File: src/rtl/imem_line_fill.sv
// Instruction cache line fill: critical-word-first wrapping reads of one line from memory port 1.
// Each word takes ISSUE + WAIT until a low->high memValid1 transition; ABORT drops the fill next cycle.
module imem_line_fill #(
    parameter int WORDS_PER_LINE = 4,
    parameter int ADDR_W         = 14
) (
    input  logic                        MEM_CLK,
    input  logic                        RST,
    input  logic                        FILL_REQ,
    input  logic [ADDR_W-1:0]           FILL_ADDR,
    input  logic                        ABORT,
    output logic                        FILL_BUSY,
    output logic                        FILL_DONE,
    output logic [ADDR_W-1:0]           LINE_BASE,
    output logic [32*WORDS_PER_LINE-1:0] LINE_DATA,
    output logic [31:0]                 CRIT_WORD,
    output logic                        CRIT_VALID,
    output logic                        MEM_RDEN1,
    output logic [ADDR_W-1:0]           MEM_ADDR1,
    input  logic [31:0]                 MEM_DOUT1,
    input  logic                        memValid1
);

    localparam int OFF_W = $clog2(WORDS_PER_LINE);

    typedef enum logic [1:0] {S_IDLE, S_ISSUE, S_WAIT, S_DONE} state_t;

    state_t             state;
    state_t             state_nxt;
    logic [OFF_W-1:0]   off;
    logic [OFF_W-1:0]   off_inc;
    logic [OFF_W-1:0]   cnt;
    logic               seen_low;
    logic               capture;
    logic               last_word;
    logic               accept;
    logic               busy_nxt;
    logic               rden_nxt;
    logic               done_nxt;
    logic               crit_vld_nxt;
    logic [ADDR_W-1:0]  addr_nxt;

    assign off_inc   = off + OFF_W'(1);
    assign last_word = (cnt == OFF_W'(WORDS_PER_LINE - 1));
    assign accept    = (state == S_IDLE) && FILL_REQ;
    // seen_low ensures the address was already on the bus before the valid rise
    assign capture   = (state == S_WAIT) && memValid1 && seen_low && !ABORT;

    always_ff @(posedge MEM_CLK or posedge RST) begin
        if (RST) state <= S_IDLE;
        else     state <= state_nxt;
    end

    always_comb begin
        state_nxt = state;
        case (state)
            S_IDLE:  if (FILL_REQ) state_nxt = S_ISSUE;
            S_ISSUE: state_nxt = S_WAIT;
            S_WAIT:  if (capture) state_nxt = last_word ? S_DONE : S_ISSUE;
            S_DONE:  state_nxt = S_IDLE;
            default: state_nxt = S_IDLE;
        endcase
        if (ABORT && state != S_IDLE) state_nxt = S_IDLE;
    end

    // Next values of the registered outputs, derived from the upcoming state
    always_comb begin
        busy_nxt     = (state_nxt != S_IDLE);
        rden_nxt     = (state_nxt == S_ISSUE) || (state_nxt == S_WAIT);
        done_nxt     = (state_nxt == S_DONE);
        crit_vld_nxt = capture && (cnt == '0);
        addr_nxt     = MEM_ADDR1;
        if (accept)
            addr_nxt = FILL_ADDR;
        else if (capture && !last_word)
            addr_nxt = LINE_BASE | ADDR_W'(off_inc);
    end

    always_ff @(posedge MEM_CLK or posedge RST) begin
        if (RST) begin
            FILL_BUSY  <= 1'b0;
            FILL_DONE  <= 1'b0;
            CRIT_VALID <= 1'b0;
            MEM_RDEN1  <= 1'b0;
            MEM_ADDR1  <= '0;
            LINE_BASE  <= '0;
            LINE_DATA  <= '0;
            CRIT_WORD  <= '0;
            off        <= '0;
            cnt        <= '0;
            seen_low   <= 1'b0;
        end else begin
            FILL_BUSY  <= busy_nxt;
            FILL_DONE  <= done_nxt;
            CRIT_VALID <= crit_vld_nxt;
            MEM_RDEN1  <= rden_nxt;
            MEM_ADDR1  <= addr_nxt;
            if (accept) begin
                LINE_BASE <= {FILL_ADDR[ADDR_W-1:OFF_W], {OFF_W{1'b0}}};
                off       <= FILL_ADDR[OFF_W-1:0];
                cnt       <= '0;
            end
            if (state == S_ISSUE)
                seen_low <= 1'b0;
            else if (state == S_WAIT && !memValid1)
                seen_low <= 1'b1;
            if (capture) begin
                for (int i = 0; i < WORDS_PER_LINE; i++)
                    if (off == OFF_W'(i)) LINE_DATA[32*i +: 32] <= MEM_DOUT1;
                if (cnt == '0) CRIT_WORD <= MEM_DOUT1;
                if (!last_word) begin
                    off <= off_inc;
                    cnt <= cnt + OFF_W'(1);
                end
            end
        end
    end

endmodule

File: config.mk
export PLATFORM = sky130hd
export DESIGN_NAME = imem_line_fill
export DESIGN_NICKNAME = d
export VERILOG_FILES = /design/src/rtl/imem_line_fill.sv
export SDC_FILE = /design/constraint.sdc
export NUM_CORES = 1
export LEC_CHECK = 0
export ABC_AREA = 1
export CAP_MARGIN = 20
export CORE_UTILIZATION = 46
export DETAILED_ROUTE_END_ITERATION = 12
export PLACE_DENSITY = 0.79
export SYNTH_ARGS = -nofsm -noshare
export SYNTH_HDL_FRONTEND = slang
export SYNTH_SLANG_ARGS = --single-unit
File: constraint.sdc
create_clock -name MEM_CLK -period 7.1 [get_ports MEM_CLK]
set_input_delay 0.71 -clock MEM_CLK [delete_from_list [all_inputs] [get_ports MEM_CLK]]
set_output_delay 0.71 -clock MEM_CLK [all_outputs]
set_load 0.02 [all_outputs]
# --- Word level (Yosys, flattened, before mapping) ---
# Cells that the tools add are included.
# W data, S select, Z words.
op_classes:
  addsub: 2
  mul: 0
  div_mod_pow: 0
  magnitude_cmp: 0
  eq_ne: 10
  n_shift: 0
  muxes: 15
  n_bitwise: 1
  reduce_logical: 24
ops:
  columns: ["op", "count"]
  rows:
  - ["$mux W14", 2]
  - ["$mux W2", 10]
  - ["$eq A2 B2 Y1 const B", 7]
  - ["$or A14 B2 Y14", 1]
  - ["$reduce_and A2 Y1", 5]
  - ["$logic_and A1 B1 Y1", 8]
  - ["$pmux W2 S4", 1]
  - ["$reduce_bool A2 Y1", 4]
  - ["$eq A2 B1 Y1 const B", 3]
  - ["$logic_not A2 Y1", 3]
  - ["$add A2 B1 Y2 const B", 2]
  - ["$logic_not A1 Y1", 3]
  - ["$mux W1", 2]
  - ["$logic_or A1 B1 Y1", 1]
word_totals:
  regBits: 197
  latchBits: 0
  mem_bits_rw: 0
  rom_bits: 0
  input_bits: 51
  output_inout_bits: 192
  word_cells: 67
  mem_count: 0

# --- Depth between registers and ports, before layout ---
# Gate-level depths: netlist of run 1.
logic_depth:
  ltp_word: 9
  depth_mapped: 7
  depth_no_buf: 7

# --- Worst setup path after synthesis of run 1 ---
# Ideal clock, no wire load.
synth_timing:
  path_kind: "input -> register"
  start: "in FILL_REQ"
  end: "reg MEM_RDEN1"
  setup_ns: 0.126
  arrival_ns: 1.621
  required_ns: 6.974
  path_slack_ns: 5.353
  path_stages: 6
  n_path_buf: 2
  path_cell_list: "clkbuf_1 > nand2_4 > buf_2 > nand2_1 > inv_1 > ha_1"
synth_via:
  elab_chain_len: 5
  elab_cells_between_ends: 6
  cone_classes: "2 x eq/ne; 3 x mux; 1 x reduce/logical"
synth_lines:
  columns: ["item", "line", "source"]
  rows:
  - ["start, declared", "9", "input logic FILL_REQ,"]
  - ["$mux W2 *", "57", "S_IDLE: if (FILL_REQ) state_nxt = S_ISSUE;"]
  - ["$pmux W2 S4 *", "56", "case (state)"]
  - ["$mux W2 *", "63", "if (ABORT && state != S_IDLE) state_nxt = S_IDLE;"]
  - ["net state_nxt[0]", "29", "state_t state_nxt;"]
  - ["$eq A2 B1 Y1 or $eq A2 B2 Y1 (tied branches)", "69", "rden_nxt = (state_nxt == S_ISSUE) || (state_nxt == S_WAIT);"]
  - ["$logic_or A1 B1 Y1 *", "69", null]
  - ["net rden_nxt", "38", "logic rden_nxt;"]
  - ["end signal, assigned", "96", "MEM_RDEN1 <= rden_nxt;"]
  - ["end, declared", "18", "output logic MEM_RDEN1,"]
# The timed path passes the listed nets; every way through them passes the cells marked *.
# A chain may end at the register's enable or synchronous reset.

# --- Worst setup path after layout of run 1 ---
layout_timing:
  start: "in memValid1"
  end: "reg CRIT_WORD[2]"
layout_via:
  elab_chain_len: 4
layout_lines:
  columns: ["item", "line", "source"]
  rows:
  - ["start, declared", "21", "input logic memValid1"]
  - ["$logic_and A1 B1 Y1 (3 in a row)", "47", "assign capture = (state == S_WAIT) && memValid1 && seen_low && !ABORT;"]
  - ["$reduce_and A2 Y1 (no line)", null, null]
  - ["end signal, assigned", "88", "CRIT_WORD <= '0;"]
  - ["end signal, assigned", "110", "if (cnt == '0) CRIT_WORD <= MEM_DOUT1;"]
  - ["end, declared", "16", "output logic [31:0] CRIT_WORD,"]
# No other way between the ends.

==> impl_metrics.yaml, run 1 <==
critical_path:
  cp_max_fo: 65
  reg2reg_depth: 4
  startpoint: "memValid1"
  endpoint: "CRIT_WORD[2]$_DFFE_PP0P_"
  worstPathRequired_ns: 7.39
  rr_startpoint: "state[0]$_DFF_PP0_"
  cp-end-kind: "register"
  r2r_slack_ns: 5.08
  start_kind: "input pin"
  path_class: "input pin to register"
  timing.rr.end: "CRIT_WORD[2]$_DFFE_PP0P_"
  crit_arrival_ns: 2.71
clock_network:
  post-cts-setup-buffers: 0
  path_clk_slew_ns: 0.07
  clock_path_buffers: 2
  clock_latency_ns: 0.43
  clock-root-buffer: "clkbuf_16"
  cts_tree: "built"
  cts.sinks: 197
  numCtsBuffers: 17
  htreeDepth: 4
  cts.repair.resized: 0
  cts_hold_buf: 0
timing:
  fmax_ghz: 0.414
  tightest_slew_ns: 0.934
  max_slew_margin_pct: 37.8
  setup_viol: 0
  fin_crit_ns: 2.42
  period_share_pct: 34.0
  maxSlewViolCount: 0
  rsz0062_at_grt: "false"
  fin_skew_ns: 0.0102
  tns_ns: 0
  final-hold-violation-count: 0
route:
  drtIter0Drc: 359
  wl_per_cell_um: 15.7
  vias: 5852
  route.detailed.drc: 0
  routed_wirelength_um: 18500
  ant_nets: 0
  viasPerCell: 4.96
  drtPass1Iterations: 5
job:
  drv_cap: 0
final_layout:
  drive_gt1_share_pct: 7.05
  fin_cells: 1181
  n_antenna_cell: 0
  utilization_pct: 65.6
  syn_to_final_growth_pct: 37.6
  final_nets: 1011
global_route:
  track_usage_pct: 22.4
  grt_max_degree: 122
  antenna_found_initial: 0
  grt_overflow: 0
  grt_pass1_wl_um: 30400
  grt_pass1_vias: 5645
logic_synthesis:
  synth_flop_cell: "dfrtp_1"
  synthArstFlopShare_pct: 100
  synth_edf_count: 0
  synth_most_common_cell: "nand2_1"
  synth_top_area_share_pct: 64.2
  yosysWarningCount: 0
  syn_avg_cell_area_um2: 10.5
  ys_top_cells_by_count: "nand2_1, dfrtp_1, o21ai_1"
  ys_top_cells_by_area: "dfrtp_1, nand2_1, o21ai_1"
  yosysTopAreaCell: "dfrtp_1"
  yosysUniqueCellTypes: 22
  synthCells: 732
  yosysSeqAreaShare_pct: 64.2
  ys_ff_latch: 197
  syn_area_mm2: 0.00768
placed_design:
  hpwlAfterDp_um: 12000
  port_buffers: 240
  dp.cells: 1149
  place_congestion: 0.776
pwr:
  powerDensity_mw_per_mm2: 335
  p_leak_nw: 4.89
  ir_worst_vdd_uv: 163
floorplanning:
  core_area_mm2: 0.0161
  num_rows: 46
  dieHeight_um: 131
  dieWidth_um: 131
  die_area_mm2: 0.0172
  start_util_pct: 47.7
  io_pins: 243
outcome:
  outcome: "completed"
min_path:
  hp-class: "register to register"
critical path: stages:
cell,delay [ns]
clkdlybuf4s50_1,0.51
nand2_1,0.14
nor2_8,0.24
nand3_4,0.66
nand2_1,0.31
o21ai_2,0.08
area by class of cell:
| type | instances | area (um^2) |
|---|---|---|
| fillers | 1306 | 5550 |
| flip-flops and latches | 197 | 4930 |
| repair buffers | 241 | 2410 |
| multi-input cells | 451 | 2230 |
| clock buffers | 20 | 457 |
| well taps | 216 | 270 |
| inverters | 44 | 173 |
| clock inverters | 12 | 93.8 |
routing by layer:
| metal | wire length, um | share of wire, % | GRT usage, % | up-vias |
|---|---|---|---|---|
| met3 | 1250 | 6.7 | 5.79 | 16 |
| met1 | 8010 | 43 | 29.1 | 2818 |
| met5 | 0 | 0 | 0 | - |
| met4 | 185 | 1.0 | 6.27 | 0 |
| li1 | - | - | - | 2819 |
| met2 | 9100 | 49 | 37.2 | 199 |
sequential cells by signal, indices dropped and copies added, names as in the netlist, 2 cells and up:
name       flops
off            2
LINE_DATA    128
state          2
cnt            2
LINE_BASE     12
CRIT_WORD     32
MEM_ADDR1     14
metrics by stage:
stage / instance area (um^2) / total power [mW] / hold slack, ns / setup WS [ns]
finish: 10600 / 3.54 / 0.482 / 4.68
detailed placement: 10000 / 2.66 / 0.468 / 4.22
floorplan: 7690 / 2.07 / 0.474 / 1.02
CTS: 10600 / 3.57 / 0.485 / 4.68
global placement: 10000 / 2.63 / 0.465 / 4.22
global route: 10600 / 3.71 / 0.504 / 4.44
cell usage in the layout, fill, tap and decap left out, drive strengths merged:
master and instances:
a21oi 1, buf 1, clkbuf 20, clkdlybuf4s50 240, clkinv 5, clkinvlp 2
conb 2, dfrtp 197, ha 8, inv 49, nand2 232, nand3 38
nor2 7, o21ai 162, o31ai 1
where the power goes:
part	internal, mW	leakage (nW)	switching [mW]
logic	0.530	1.97	0.616
registers	1.35	2.65	0.137
clock network	0.473	0.269	0.432
cells by family after synthesis:
kind of cell               count (synthesis)  share of synthesized area, %
and+or+nand+nor                          277                          15.8
DFF                                      197                          64.2
AOI/OAI and AO/OA                        164                          11.8
buffers and inverters                     85                          6.79
adders and majority gates                  8                          1.30
other                                      1                        0.0488
how the worst min path moves through the flow:
stage / startpoint / end / slack [ns] / cells past startpoint
after floorplan: seen_low$_DFFE_PP0P_ / seen_low$_DFFE_PP0P_ / 0.47 / 2
after global placement: CRIT_WORD[23]$_DFFE_PP0P_ / CRIT_WORD[23]$_DFFE_PP0P_ / 0.46 / 2
after detailed placement: CRIT_WORD[24]$_DFFE_PP0P_ / CRIT_WORD[24]$_DFFE_PP0P_ / 0.47 / 2
after CTS: CRIT_WORD[24]$_DFFE_PP0P_ / CRIT_WORD[24]$_DFFE_PP0P_ / 0.49 / 2
after global routing: CRIT_WORD[24]$_DFFE_PP0P_ / CRIT_WORD[24]$_DFFE_PP0P_ / 0.50 / 2
final: CRIT_WORD[23]$_DFFE_PP0P_ / CRIT_WORD[23]$_DFFE_PP0P_ / 0.48 / 2
Note: power is estimated with default switching activity, not from simulation.
==> run 2, diff against run 1 <==
==> constraint.sdc (replaced) <==
create_clock -name MEM_CLK -period 2.24 [get_ports MEM_CLK]
set_input_delay 0.224 -clock MEM_CLK [delete_from_list [all_inputs] [get_ports MEM_CLK]]
set_output_delay 0.224 -clock MEM_CLK [all_outputs]
set_load 0.02 [all_outputs]
==> impl_metrics.yaml, run 2 (synthesis results as in run 1) <==
timing:
  period_share_pct: 74.5
  setup_viol: 0
  fin_skew_ns: 0.00807
  maxSlewViolCount: 0
  fmax_ghz: 0.599
  final-hold-violation-count: 0
  fin_crit_ns: 1.67
  holdWs_ns: 0.0974
  rsz0062_at_grt: "false"
final_layout:
  final_area_mm2: 0.0108
  largest_register_ff_count: 128
  regMostFlops: "LINE_DATA"
  final_cell_mix: "clkdlybuf4s50_1, nand2_1, dfrtp_1"
  n_antenna_cell: 0
  layout_commonest_cell: "clkdlybuf4s50_1"
  top_regs: "LINE_DATA x128, CRIT_WORD x32, MEM_ADDR1 x14"
  final_nets: 1026
  syn_to_final_growth_pct: 40.5
  drive_gt1_share_pct: 8.47
pwr:
  p_leak_nw: 4.99
  powerDensity_mw_per_mm2: 1060
  ir_worst_vdd_uv: 614
  p_total_mw: 11.5
critical_path:
  startpoint: "LINE_DATA[94]$_DFFE_PP0P_"
  path_buf_inv: 1
  worstPathRequired_ns: 2.02
  cp-end-kind: "primary output"
  start_kind: "register"
  path_class: "register to primary output"
  max_stage_delay_ns: 0.66
  path_delay_family: "buffers and inverters"
  crit_chain: "clkdlybuf4s50_1"
  slowest_stage: "clkdlybuf4s50_1"
  rr_startpoint: "state[0]$_DFF_PP0_"
  cp_max_fo: 2
  crit_arrival_ns: 1.44
floorplanning:
  start_util_pct: 47.7
  io_pins: 243
  die_area_mm2: 0.0172
  dieHeight_um: 131
  core_area_mm2: 0.0161
  num_rows: 46
  dieWidth_um: 131
global_route:
  grt_max_degree: 70
  track_usage_pct: 21.9
  antenna_found_initial: 0
  grt_overflow: 0
  grt_pass1_vias: 5639
  grt_pass1_wl_um: 29900
clock_network:
  clock-root-buffer: "clkbuf_16"
  cts.sinks: 197
  numCtsBuffers: 17
  post-cts-setup-buffers: 0
  cts.repair.resized: 0
  clock_latency_ns: 0.42
  path_clk_slew_ns: 0.07
  htreeDepth: 4
  cts_hold_buf: 0
  clock_path_buffers: 2
  cts_tree: "built"
route:
  drtPass1Iterations: 5
  ant_nets: 0
  drtIter0Drc: 338
  viasPerCell: 4.89
  routed_wirelength_um: 18500
  vias: 5844
  wl_per_cell_um: 15.4
  route.detailed.drc: 0
placed_design:
  place_congestion: 0.780
  hpwlAfterDp_um: 12700
  port_buffers: 240
  placed_area_mm2: 0.0102
outcome:
  outcome: "completed"
job:
  drv_cap: 0
min_path:
  hp-class: "input pin to async pin"
run 2: changes by cell type in the layout (fill, tap and decap cells not counted):
| cell | previous run | this run |
|---|---|---|
| inv_6 | 4 | 2 |
| buf_12 | 0 | 5 |
| clkinv_2 | 3 | 1 |
| clkinvlp_4 | 2 | 4 |
| buf_4 | 1 | 11 |
| bufinv_16 | 0 | 2 |
run 2: layout make-up:
type / instances / area (um^2)
clock buffers: 20 / 457
clock inverters: 12 / 145
fillers: 1267 / 5330
inverters: 44 / 169
multi-input cells: 451 / 2230
flip-flops and latches: 197 / 4930
well taps: 216 / 270
repair buffers: 256 / 2580
run 2: metal layers:
layer | part of all wire (%) | vias to the layer above | global-route usage [%]
met2 | 49 | 187 | 36.5
met4 | 1.3 | 0 | 7.19
li1 | - | 2837 | -
met5 | 0 | - | 0
met3 | 6.3 | 18 | 5.32
met1 | 44 | 2802 | 28.1
run 2: worst paths after layout:
kind / depth (start not counted) / slack (ns) / endpoint
max in group asynchronous: 3 / 1.52 / LINE_DATA[63]$_DFFE_PP0P_
worst min register to register: 2 / 0.48 / CRIT_WORD[19]$_DFFE_PP0P_
worst min-delay path: 2 / 0.1 / seen_low$_DFFE_PP0P_
worst max register to register: 5 / 0.69 / MEM_RDEN1$_DFF_PP0_
min in group MEM_CLK: 3 / 0.38 / LINE_BASE[3]$_DFFE_PP0P_
worst max-delay path: 1 / 0.57 / LINE_DATA[94]
run 2: per-stage QoR:
step / std cells / util [%] / worst slack, ns / TNS [ns]
after floorplan: 733 / - / -0.530 / -104.48
after global placement: 1164 / 63.2 / 0.475 / 0
after detailed placement: 1164 / 63.2 / 0.396 / 0
after CTS: 1196 / 67.0 / 0.567 / 0
after global routing: 1196 / 67.0 / 0.535 / 0
final: 1196 / 67.0 / 0.571 / 0
run 2: report_power, final:
| part | switching, mW | leakage, nW | internal, mW | total [mW] |
|---|---|---|---|---|
| sequential | 0.423 | 2.65 | 4.29 | 4.72 |
| clock | 1.35 | 0.287 | 1.73 | 3.08 |
| combinational | 1.95 | 2.05 | 1.70 | 3.66 |
| total | 3.73 | 4.99 | 7.72 | 11.5 |
==> run 3, diff against run 2 <==
--- a/config.mk
+++ b/config.mk
@@ -7,9 +7,9 @@
 export LEC_CHECK = 0
 export ABC_AREA = 1
 export CAP_MARGIN = 20
-export CORE_UTILIZATION = 46
+export CORE_UTILIZATION = 42
 export DETAILED_ROUTE_END_ITERATION = 12
-export PLACE_DENSITY = 0.79
+export PLACE_DENSITY = 0.76
 export SYNTH_ARGS = -nofsm -noshare
 export SYNTH_HDL_FRONTEND = slang
 export SYNTH_SLANG_ARGS = --single-unit
==> constraint.sdc (replaced) <==
create_clock -name MEM_CLK -period 1.5 [get_ports MEM_CLK]
set_input_delay 0.15 -clock MEM_CLK [delete_from_list [all_inputs] [get_ports MEM_CLK]]
set_output_delay 0.15 -clock MEM_CLK [all_outputs]
set_load 0.02 [all_outputs]
==> impl_metrics.yaml, run 3 (synthesis results as in run 1) <==
global_route:
  grt_pass1_wl_um: 29400
  grt_pass1_vias: 5617
  grt_overflow: 0
  antenna_found_initial: 0
  grt_max_degree: 84
  track_usage_pct: 20.4
route:
  vias: 5884
  ant_nets: 0
  drtPass1Iterations: 4
  wl_per_cell_um: 15.2
  drtIter0Drc: 264
  route.detailed.drc: 0
  viasPerCell: 4.83
  routed_wirelength_um: 18500
clock_network:
  clock_latency_ns: 0.42
  clock_path_buffers: 2
  cts_tree: "built"
  numCtsBuffers: 17
  htreeDepth: 4
  cts_hold_buf: 0
  cts.sinks: 197
  clock-root-buffer: "clkbuf_16"
  path_clk_slew_ns: 0.07
final_layout:
  final_cell_mix: "nand2_1, dfrtp_1, dlygate4sd2_1"
  utilization_pct: 60.2
  fillers: 1559
  final_nets: 1039
  largest_register_ff_count: 128
  syn_to_final_growth_pct: 40.8
  fin_cells: 1219
  final_area_mm2: 0.0108
  regMostFlops: "LINE_DATA"
  n_antenna_cell: 0
  top_regs: "LINE_DATA x128, CRIT_WORD x32, MEM_ADDR1 x14"
  drive_gt1_share_pct: 9.49
  layout_commonest_cell: "nand2_1"
timing:
  fin_crit_ns: 1.42
  period_share_pct: 94.5
  fmax_ghz: 0.705
  fin_ws_ns: 0.0822
  final-hold-violation-count: 0
  rsz0062_at_grt: "true"
  maxSlewViolCount: 0
  fin_skew_ns: 0.00800
  tns_ns: 0
  setup_viol: 0
critical_path:
  crit_arrival_ns: 1.74
  cp_max_fo: 8
  start_kind: "register"
  worstPathRequired_ns: 1.82
  path_class: "register to register"
  cp-end-kind: "register"
floorplanning:
  die_area_mm2: 0.0188
  io_pins: 243
  num_rows: 49
  dieHeight_um: 137
  start_util_pct: 42.8
  core_area_mm2: 0.0180
  dieWidth_um: 137
job:
  drv_cap: 0
pwr:
  powerDensity_mw_per_mm2: 1530
  p_leak_nw: 5.90
  ir_worst_vdd_uv: 831
placed_design:
  dp.cells: 1188
  hpwlAfterDp_um: 12700
  port_buffers: 240
  place_congestion: 0.780
  placed_area_mm2: 0.0104
  place_ws_ns: -0.189
min_path:
  hp-class: "input pin to async pin"
outcome:
  outcome: "completed"
[run 3: critical path, stage by stage, from the launching register on]
cell,delay (ns)
dfrtp_1,0.40
inv_2,0.09
nor2_8,0.21
buf_4,0.17
nand3_4,0.13
buf_4,0.20
nand3_1,0.07
nand2_1,0.05
[run 3: final cells by class]
class,instances,area (um^2),area share (%)
flip-flops and latches,197,4930,45.6
repair buffers,269,2590,23.9
multi-input cells,451,2240,20.7
clock buffers,18,429,3.97
well taps,229,287,2.65
clock inverters,11,174,1.61
inverters,44,169,1.56
[run 3: worst paths after layout]
kind / startpoint / end / slack [ns] / cells after the start
min in group MEM_CLK: FILL_ADDR[4] / LINE_BASE[4]$_DFFE_PP0P_ / 0.30 / 3
max reg2reg: state[1]$_DFF_PP0_ / MEM_ADDR1[4]$_DFFE_PP0P_ / 0.08 / 7
min: RST / LINE_DATA[57]$_DFFE_PP0P_ / 0.11 / 3
max: state[1]$_DFF_PP0_ / MEM_ADDR1[4]$_DFFE_PP0P_ / 0.08 / 7
max in group asynchronous: RST / LINE_DATA[127]$_DFFE_PP0P_ / 0.90 / 3
min reg2reg: CRIT_WORD[28]$_DFFE_PP0P_ / CRIT_WORD[28]$_DFFE_PP0P_ / 0.47 / 2
[run 3: what timing repair did]
| item | 4_1_cts | 5_1_grt |
|---|---|---|
| resized for setup | 190 | 3 |
| buffers inserted | 0 | 2 |
| setup endpoints to repair | 190 | 2 |
| pin swaps | 0 | 1 |
[run 3: power breakdown]
group          total (mW)  switching [mW]  internal, mW  leakage, nW
sequential           6.99           0.585          6.41         2.65
combinational        4.75            2.91          1.84         2.95
clock                4.76            1.97          2.79        0.297
total                16.5            5.47          11.0         5.90
[run 3: metrics by stage]
step	hold WS, ns	power, mW
detailed placement	0.468	12.7
CTS	0.0977	16.7
floorplan	0.228	9.82
finish	0.113	16.5
global placement	0.463	12.5
global route	0.130	17.4
[run 3: per-layer routing]
| metal | vias up | part of all wire [%] | GRT usage [%] |
|---|---|---|---|
| met5 | - | 0 | 0 |
| met4 | 0 | 1.2 | 6.53 |
| met3 | 17 | 6.9 | 5.52 |
| met2 | 174 | 47 | 33.1 |
| li1 | 2875 | - | - |
| met1 | 2818 | 45 | 26.6 |
